**src/rtl/signcorr_pkg.sv**
```systemverilog
// Shared types and constants for the sign correlator: FSM state encoding,
// the width helper used for CORR_W, and the +/-1 sample encodings.
package signcorr_pkg;

  typedef enum logic [1:0] {
    FILL = 2'd0,
    HUNT = 2'd1,
    LOCK = 2'd2
  } state_t;

  localparam logic [1:0] POS_ONE = 2'b01;
  localparam logic [1:0] NEG_ONE = 2'b11;

  // Smallest r with 2**r >= value; usable in constant expressions.
  function automatic int clog2(input int value);
    int r;
    r = 0;
    while ((1 << r) < value) r++;
    return r;
  endfunction

endpackage

```
**src/rtl/popcount_tree.sv**
```systemverilog
// Combinational population count built as a balanced binary adder tree by
// recursively splitting the input vector in half.
module popcount_tree
  import signcorr_pkg::*;
#(
  parameter int N = 16,
  localparam int OUT_W = clog2(N + 1)
) (
  input  logic [N-1:0]     bits,
  output logic [OUT_W-1:0] count
);

  if (N == 1) begin : g_leaf
    assign count = bits;
  end else begin : g_node
    localparam int LO_N = N / 2;
    localparam int HI_N = N - LO_N;
    localparam int LO_W = clog2(LO_N + 1);
    localparam int HI_W = clog2(HI_N + 1);

    logic [LO_W-1:0] lo_count;
    logic [HI_W-1:0] hi_count;

    popcount_tree #(.N(LO_N)) u_lo (.bits(bits[LO_N-1:0]), .count(lo_count));
    popcount_tree #(.N(HI_N)) u_hi (.bits(bits[N-1:LO_N]), .count(hi_count));

    assign count = OUT_W'(lo_count) + OUT_W'(hi_count);
  end

endmodule

```
**src/rtl/sign_correlator.sv**
```systemverilog
// Sliding-window sign correlator with threshold/holdoff sync detection.
// Define SIGNCORR_BIPOLAR_EN to detect on |corr| and report match polarity.
module sign_correlator
  import signcorr_pkg::*;
#(
  parameter int SAMPLE_W = 2,
  parameter int TAPS     = 16,
  parameter int HOLDOFF  = 32,
  localparam int CORR_W  = clog2(TAPS + 1) + 1
) (
  input  logic                     i_clk,
  input  logic                     i_rst,
  input  logic                     i_valid,
  input  logic [SAMPLE_W-1:0]      i_sample,
  input  logic [TAPS-1:0]          i_pattern,
  input  logic signed [CORR_W-1:0] i_threshold,
  input  logic                     i_clear,
  output logic signed [CORR_W-1:0] o_corr,
  output logic                     o_corr_valid,
  output logic                     o_sync,
  output logic                     o_locked,
  output logic                     o_polarity
);

  localparam int FILL_W = clog2(TAPS + 1);
  localparam int HOLD_W = clog2(HOLDOFF + 1);

  logic [TAPS-1:0]          window;
  logic [TAPS-1:0]          mism;
  logic [FILL_W-1:0]        fill;
  logic [FILL_W-1:0]        mism_count;
  logic [HOLD_W-1:0]        holdoff;
  logic                     upd;
  logic                     v1;
  logic                     full;
  logic                     hit;
  logic                     hold_load;
  logic                     hold_dec;
  logic signed [CORR_W-1:0] corr_next;
  state_t                   state;
  state_t                   state_next;

  // Only the sign bit of each sample carries information.
  logic unused_sample_bits;
  assign unused_sample_bits = ^i_sample[SAMPLE_W-2:0];

  assign full = (fill == FILL_W'(TAPS));

  // NOTE: non-blocking assignments so each stage reads the previous cycle's value of the one before it.
  always_ff @(posedge i_clk or posedge i_rst) begin
    if (i_rst) begin
      window <= '0;
      fill   <= '0;
      upd    <= 1'b0;
    end else if (i_clear) begin
      window <= '0;
      fill   <= '0;
      upd    <= 1'b0;
    end else begin
      upd <= i_valid;
      if (i_valid) begin
        window <= {window[TAPS-2:0], i_sample[SAMPLE_W-1]};
        if (!full) fill <= fill + 1'b1;
      end
    end
  end

  // Stage 1: per-tap mismatch (XOR of signs is the inverted sign product).
  always_ff @(posedge i_clk or posedge i_rst) begin
    if (i_rst) begin
      mism <= '0;
      v1   <= 1'b0;
    end else begin
      mism <= window ^ i_pattern;
      v1   <= upd && full && !i_clear;
    end
  end

  popcount_tree #(.N(TAPS)) u_popcount (.bits(mism), .count(mism_count));

  // Each mismatch turns a +1 product into -1.
  assign corr_next = CORR_W'(TAPS) - {mism_count, 1'b0};

  always_ff @(posedge i_clk or posedge i_rst) begin
    if (i_rst) begin
      o_corr       <= '0;
      o_corr_valid <= 1'b0;
    end else if (i_clear) begin
      o_corr_valid <= 1'b0;
    end else begin
      o_corr_valid <= v1;
      if (v1) o_corr <= corr_next;
    end
  end

`ifdef SIGNCORR_BIPOLAR_EN
  logic signed [CORR_W-1:0] corr_mag;
  logic                     pol_q;

  assign corr_mag = o_corr[CORR_W-1] ? -o_corr : o_corr;
  assign hit      = (corr_mag >= i_threshold);

  always_ff @(posedge i_clk or posedge i_rst) begin
    if (i_rst)       pol_q <= 1'b0;
    else if (i_clear) pol_q <= 1'b0;
    else if (o_sync)  pol_q <= o_corr[CORR_W-1];
  end

  assign o_polarity = o_sync ? o_corr[CORR_W-1] : pol_q;
`else
  assign hit        = (o_corr >= i_threshold);
  assign o_polarity = 1'b0;
`endif

  always_ff @(posedge i_clk or posedge i_rst) begin
    if (i_rst) state <= FILL;
    else       state <= state_next;
  end

  // NOTE: every output of this block gets a default first, so no path can infer a latch.
  always_comb begin
    state_next = state;
    o_sync     = 1'b0;
    o_locked   = 1'b0;
    hold_load  = 1'b0;
    hold_dec   = 1'b0;
    unique case (state)
      FILL: if (full) state_next = HUNT;
      HUNT: begin
        if (o_corr_valid && hit) begin
          o_sync     = 1'b1;
          hold_load  = 1'b1;
          state_next = LOCK;
        end
      end
      LOCK: begin
        o_locked = 1'b1;
        if (o_corr_valid) begin
          hold_dec = 1'b1;
          if (holdoff == HOLD_W'(1)) state_next = HUNT;
        end
      end
      default: state_next = FILL;
    endcase
    if (i_clear) state_next = FILL;
  end

  always_ff @(posedge i_clk or posedge i_rst) begin
    if (i_rst)          holdoff <= '0;
    else if (i_clear)   holdoff <= '0;
    else if (hold_load) holdoff <= HOLD_W'(HOLDOFF);
    else if (hold_dec)  holdoff <= holdoff - 1'b1;
  end

endmodule

```
**config.mk**
```make
export PLATFORM = sky130hd
export DESIGN_NAME = sign_correlator
export DESIGN_NICKNAME = d
export VERILOG_FILES = /design/src/rtl/signcorr_pkg.sv /design/src/rtl/popcount_tree.sv /design/src/rtl/sign_correlator.sv
export SDC_FILE = /design/constraint.sdc
export NUM_CORES = 1
export LEC_CHECK = 0
export BUFFER_PORTS_ARGS = -buffer_cell sky130_fd_sc_hd__buf_4
export CORE_ASPECT_RATIO = 1.25
export CORE_MARGIN = 2
export CORE_UTILIZATION = 52
export DETAILED_ROUTE_END_ITERATION = 12
export MAX_ROUTING_LAYER = met4
export PLACE_DENSITY = 0.76
export SYNTH_ARGS = -nofsm -noshare
export SYNTH_HDL_FRONTEND = slang
export SYNTH_SLANG_ARGS = --single-unit
```
**constraint.sdc**
```tcl
create_clock -name i_clk -period 4.2 [get_ports i_clk]
set_input_delay 0.42 -clock i_clk [delete_from_list [all_inputs] [get_ports i_clk]]
set_output_delay 0.42 -clock i_clk [all_outputs]
set_load 0.01 [all_outputs]
```
Word level (Yosys, flattened, before mapping)
Cells that the tools add are included.

Output and inout port bits: 10. Flip-flop bits (word level): 54. Logic and storage cells: 70. Input port bits: 28.

$add $sub $neg: 18. Bitwise logic cells: 2. Eq/ne operators: 9. Order comparisons: 1. Mux-type cells: 21. Reductions and logical operators: 10.

Operator list (count): $mux 16 (2); $mux 6 (3); $add 1x1->2 (8); $xor 16x16->16 (1); $mux 5 (3); $add 2x2->3 (4); $ne 3x3->1 const B (4); $mux 2 (5); $add 3x3->4 (2); $mux 1 (7); $eq 6x1->1 const B (1); $ge 6x6->1 (1); $pmux 2 s3 (1); $sub 5x6->6 const A (1); $sub 6x1->6 const B (1); $add 4x4->5 (1); $add 5x1->5 const B (1); $eq 5x5->1 const B (1); $reduce_and 2->1 (2); $reduce_and 4->1 (1); $logic_and 1x1->1 (3); $reduce_bool 3->1 (1); $eq 2x1->1 const B (1); $eq 2x2->1 const B (1); other kinds (5) (5).

Longest topological paths before layout
Depth in word-level cells: 6. Gate-level depth with buffers: 14. Depth with buffers taken out: 14.

Cells and area by module
From an unflattened synthesis, not the netlist that was laid out.

Cells, all modules: 306. Area, all modules: 3201.8 µm².

By module, submodules not included: sign_correlator (seq. area each 1326.3 µm², times used 1, cells an instance 214, area an instance 2449.8 µm²); popcount_tree at u_popcount.g_node.u_hi.g_node.u_hi ... (seq. area each 0.0 µm², times used 4, cells an instance 7, area an instance 51.3 µm²); popcount_tree at u_popcount.g_node.u_hi ... (seq. area each 0.0 µm², times used 2, cells an instance 12, area an instance 95.1 µm²); popcount_tree at u_popcount (seq. area each 0.0 µm², times used 1, cells an instance 16, area an instance 136.4 µm²); popcount_tree at u_popcount.g_node.u_hi.g_node.u_hi.g_node.u_hi.g_node.u_hi ... (seq. area each 0.0 µm², times used 16, cells an instance 1, area an instance 7.5 µm²); popcount_tree at u_popcount.g_node.u_hi.g_node.u_hi.g_node.u_hi ... (seq. area each 0.0 µm², times used 8, cells an instance 1, area an instance 12.5 µm²).

Worst setup path after synthesis
OpenSTA, ideal clock, no wires.

Path type: reg2reg. Start: register mism[3]. End: register o_corr[5]. Library setup time: 0.126 ns. Arrival time: 3.962 ns. Setup slack: 0.112 ns. Cell stages (with the launch flop): 15. Path buffers: 0. Required time: 4.074 ns. Path through: dfrtp_1 -> inv_1 -> fa_1 -> fa_1 -> fa_1 -> fa_1 -> inv_1 -> ha_1 -> inv_1 -> fa_1 -> ha_1 -> a2111oi_0 -> a31oi_1 -> o32a_2 -> a2bb2oi_1.

Cells in the longest elaborated chain, start to end: 5.

RTL lines: from (decl) (line sign_correlator.sv:29) `logic [TAPS-1:0] mism;`; from (signal assigned) (line sign_correlator.sv:74) `mism <= window ^ i_pattern;`; $add 1x1->2 (line popcount_tree.sv:27) `assign count = OUT_W'(lo_count) + OUT_W'(hi_count);`; $add 2x2->3 (line popcount_tree.sv:27); $add 3x3->4 (line popcount_tree.sv:27); $add 4x4->5 (line popcount_tree.sv:27); $sub 5x6->6 (line sign_correlator.sv:82) `assign corr_next = CORR_W'(TAPS) - {mism_count, 1'b0};`; to (signal assigned) (line sign_correlator.sv:92) `if (v1) o_corr <= corr_next;`; to (decl) (line sign_correlator.sv:18) `output logic signed [CORR_W-1:0] o_corr,`.

No other way between the ends. A chain may end at the register's enable or synchronous reset.

Final worst setup path
Start: register mism[5]. End: register o_corr[5].

The elaborated chain is that of the path after synthesis.

==> metrics.csv <==
stage;metric;value;unit
logic_synthesis;Synth Flop Type;dfrtp_1;
timing;Final TNS setup;0;ps
timing;Max Freq;245;MHz
die;row count;29;
power_and_ir_drop;worst vdd ir;0.000244;V
outcome;status;finished clean;
clock_tree;Clock Tree Buf Depth;2;
worst_setup_path;CP arrival;4270;ps
die;IO Count;38;
timing;Tcrit/Tclk final;97.0;%
drt;via count;1781;
logic_synthesis;post-synthesis sequential area ratio;47.1;%
worst_setup_path;Crit Path Category;flip-flop to flip-flop;
logic_synthesis;synth unique cells;43;
timing;final hold violation count;0;
power_and_ir_drop;Internal Power;990;µW
logic_synthesis;Syn Area/Cell;11.0;µm²
timing;Worst-Margin Slew;634;ps
timing;unrepaired setup endpoints after global routing;yes;
worst_setup_path;Top cell by count, worst path;fa_1;
worst_setup_path;worst path bufs/invs;5;
worst_hold_path;HP Class;primary input to async pin;
worst_setup_path;Required @ worst endpoint;4390;ps
cells_and_area;antenna cell count;0;
logic_synthesis;synth warn;0;
placement;GPL Wtd Cong;0.807;
clock_tree;clk_lat worst skew;300;ps
placement;Area after DPL;0.00314;mm²
worst_setup_path;slowest CP cell;fa_1;
logic_synthesis;count of flip-flops with a built-in enable after synthesis;0;
worst_setup_path;crit-path leading delay family;adder cells;
cells_and_area;fin util;63.4;%
global_route;initial antenna violation count;0;
global_route;largest net degree at the start of global routing;54;
drt;Initial DRC Count;81;
placement;Place WS;-11.6;ps
power_and_ir_drop;switching share of power;31.7;%
drt;WL final;4.39;mm
clock_tree;Clock Pin Slew Worst Setup and Hold Paths;90;ps
flow_run;max-cap check violation count;0;
logic_synthesis;Synth Instances;256;
timing;Finish-stage setup viols;0;
worst_setup_path;Worst path max stage delay;570;ps
die;Initial Utilization;54.7;%
power_and_ir_drop;Power Density;444;mW/mm²
power_and_ir_drop;Psw;459;µW
global_route;global route total overflow;0;
clock_tree;clock root cell;clkbuf_8;
placement;HPWL after detailed placement;3.30;mm
cells_and_area;Nets;345;
timing;clock skew;3.84;ps
drt;DR vias/cell;5.02;
timing;Max Slew Vio Count;0;
power_and_ir_drop;Pleak;0.00172;µW
drt;ANT nets after route;0;
power_and_ir_drop;Comb pwr share;45.0;%
die;Core ar.;0.00515;mm²
clock_tree;CTS tree;done;
global_route;All-Layer GR Usage;16.8;%
power_and_ir_drop;Clk pwr share;18.6;%
clock_tree;H-tree depth;2;
worst_setup_path;critical path endpoint category;flip-flop;
timing;Final Worst Setup Slack;124;ps
die;Die X;69.8;µm
cells_and_area;layout cell share with drive strength beyond 1;21.2;%
drt;DRC violations left;0;
timing;Relative slew margins;57.7;%
die;Die Y;86.3;µm
global_route;first-pass GRT wire length;7.73;mm
clock_tree;CTS Buf Count;5;
drt;Avg WL per Cell;12.4;µm
logic_synthesis;Yosys reg bits;53;
drt;DR pass1 iterations;4;
worst_setup_path;crit-path cells;inv_2 > fa_1 > fa_1 > fa_1 > fa_1 > inv_1 > ha_2 > inv_2 > fa_2 > ha_4 > buf_6 > inv_2 > o32a_2 > a2bb2oi_1;
worst_setup_path;CP startpoint kind;flip-flop;
worst_setup_path;FF-to-FF Start;mism[5]$_DFF_PP0_;
placement;PortBufs;34;
die;Die Area;0.00603;mm²
clock_tree;CTS Sinks;53;
clock_tree;hold buffers post-CTS;0;
timing;Period minus WS final;4080;ps
cells_and_area;Synth-to-Final Area Change;15.9;%
logic_synthesis;Synth async-reset ratio;100;%
logic_synthesis;synthesized area;0.00282;mm²
timing;worst hold slack;280;ps
global_route;vias in the first global route;1815;
worst_setup_path;critical path peak fanout;3;
cells_and_area;post-route cell area;0.00327;mm²
power_and_ir_drop;sequential power share;36.4;%
worst_setup_path;critical path startpoint;mism[5]$_DFF_PP0_;
-- through the flow --
step                      cells  power [µW]
after floorplan             257         927
after global placement      347        1050
after detailed placement    347        1060
after CTS                   355        1350
after global routing        355        1560
final                       355        1450
-- layer usage --
layer | share of wire (%) | vias to the layer above | GRT usage [%]
met2 | 52 | 16 | 27.9
li1 | - | 888 | -
met3 | 2.2 | 6 | 3.26
met1 | 44 | 871 | 20.1
met4 | 1.9 | 0 | 7.34
met5 | 0 | - | -
-- cell usage in the layout, fill, tap and decap left out, drive strengths merged, types with 2 or more instances in the layout --
| master | count |
|---|---|
| clkinv | 2 |
| a21o | 2 |
| ha | 15 |
| dfrtp | 53 |
| clkbuf | 6 |
| inv | 40 |
| nand4 | 2 |
| xnor2 | 4 |
| mux2i | 16 |
| nor2 | 24 |
| nor3 | 5 |
| nand3 | 4 |
| a21oi | 4 |
| a2111oi | 2 |
| fa | 10 |
| nor2b | 4 |
| xor2 | 23 |
| a31oi | 2 |
| nand2 | 11 |
| conb | 2 |
| mux2 | 2 |
| nor3b | 3 |
| o21ai | 4 |
| buf | 38 |
-- path summary, 6_finish.rpt --
path	to	slack, ps	cells after the start
worst max-delay path	o_corr[5]$_DFFE_PP0P_	120	14
worst min-delay path	state[1]$_DFFE_PP0P_	280	3
worst max register to register	o_corr[5]$_DFFE_PP0P_	120	14
worst min register to register	mism[14]$_DFF_PP0_	490	1
max in group asynchronous	window[10]$_DFFE_PP0P_	3500	3
min in group i_clk	mism[15]$_DFF_PP0_	280	2
-- logic make-up after synthesis --
kind of cell,share of synthesized area (%)
AND/OR/NAND/NOR,11.0
flip-flops,47.1
multiplexers,6.62
buffers and inverters,7.02
adder cells (fa/ha/maj),13.8
other,0.133
AO/OA/AOI/OAI,5.24
XOR/XNOR,9.19
-- tightest hold or removal path, delay by kind of cell --
kind | cells | cell delay [ps]
buffers and inverters | 3 | 640
-- sequential cells by signal, summed over array words and instances, names as in the netlist --
register	flops
window	16
v1	1
fill	5
state	2
o_corr_valid	1
mism	16
holdoff	6
upd	1
o_corr	5
-- Yosys cell counts, types with 3 or more instances --
cell type | count | area, µm²
a21oi_1 | 4 | 20.0
nand3_1 | 4 | 20.0
nor2_1 | 24 | 90.1
fa_1 | 10 | 200
xnor2_1 | 4 | 35.0
clkbuf_1 | 6 | 22.5
o21ai_0 | 3 | 15.0
nor2b_1 | 4 | 25.0
inv_1 | 39 | 146
xor2_1 | 23 | 201
nor3_1 | 5 | 25.0
ha_1 | 15 | 188
nand2_1 | 11 | 41.3
mux2i_1 | 16 | 160
dfrtp_1 | 53 | 1330
-- final cells by class --
| type | count | area, µm² |
|---|---|---|
| multi-input combinational | 154 | 1340 |
| sequential | 53 | 1330 |
| fill | 421 | 1890 |
| clock inverter | 2 | 10.0 |
| tap | 62 | 77.6 |
| clock buffer | 6 | 72.6 |
| timing repair buffer | 38 | 289 |
| inverter | 40 | 150 |
-- what timing repair did --
action | in CTS | in global routing
buffers inserted | 0 | 0
pin swaps | 0 | 11
resized for setup | 2 | 13
setup endpoints to repair | 1 | 2
-- power groups by stage --
stage / logic (µW) / registers (µW) / clock network, µW
floorplan: 391 / 536 / 0
global placement: 514 / 538 / 0
detailed placement: 524 / 538 / 0
CTS: 546 / 528 / 280
global route: 727 / 529 / 302
finish: 653 / 528 / 269
(Power assumes the default switching activity.)
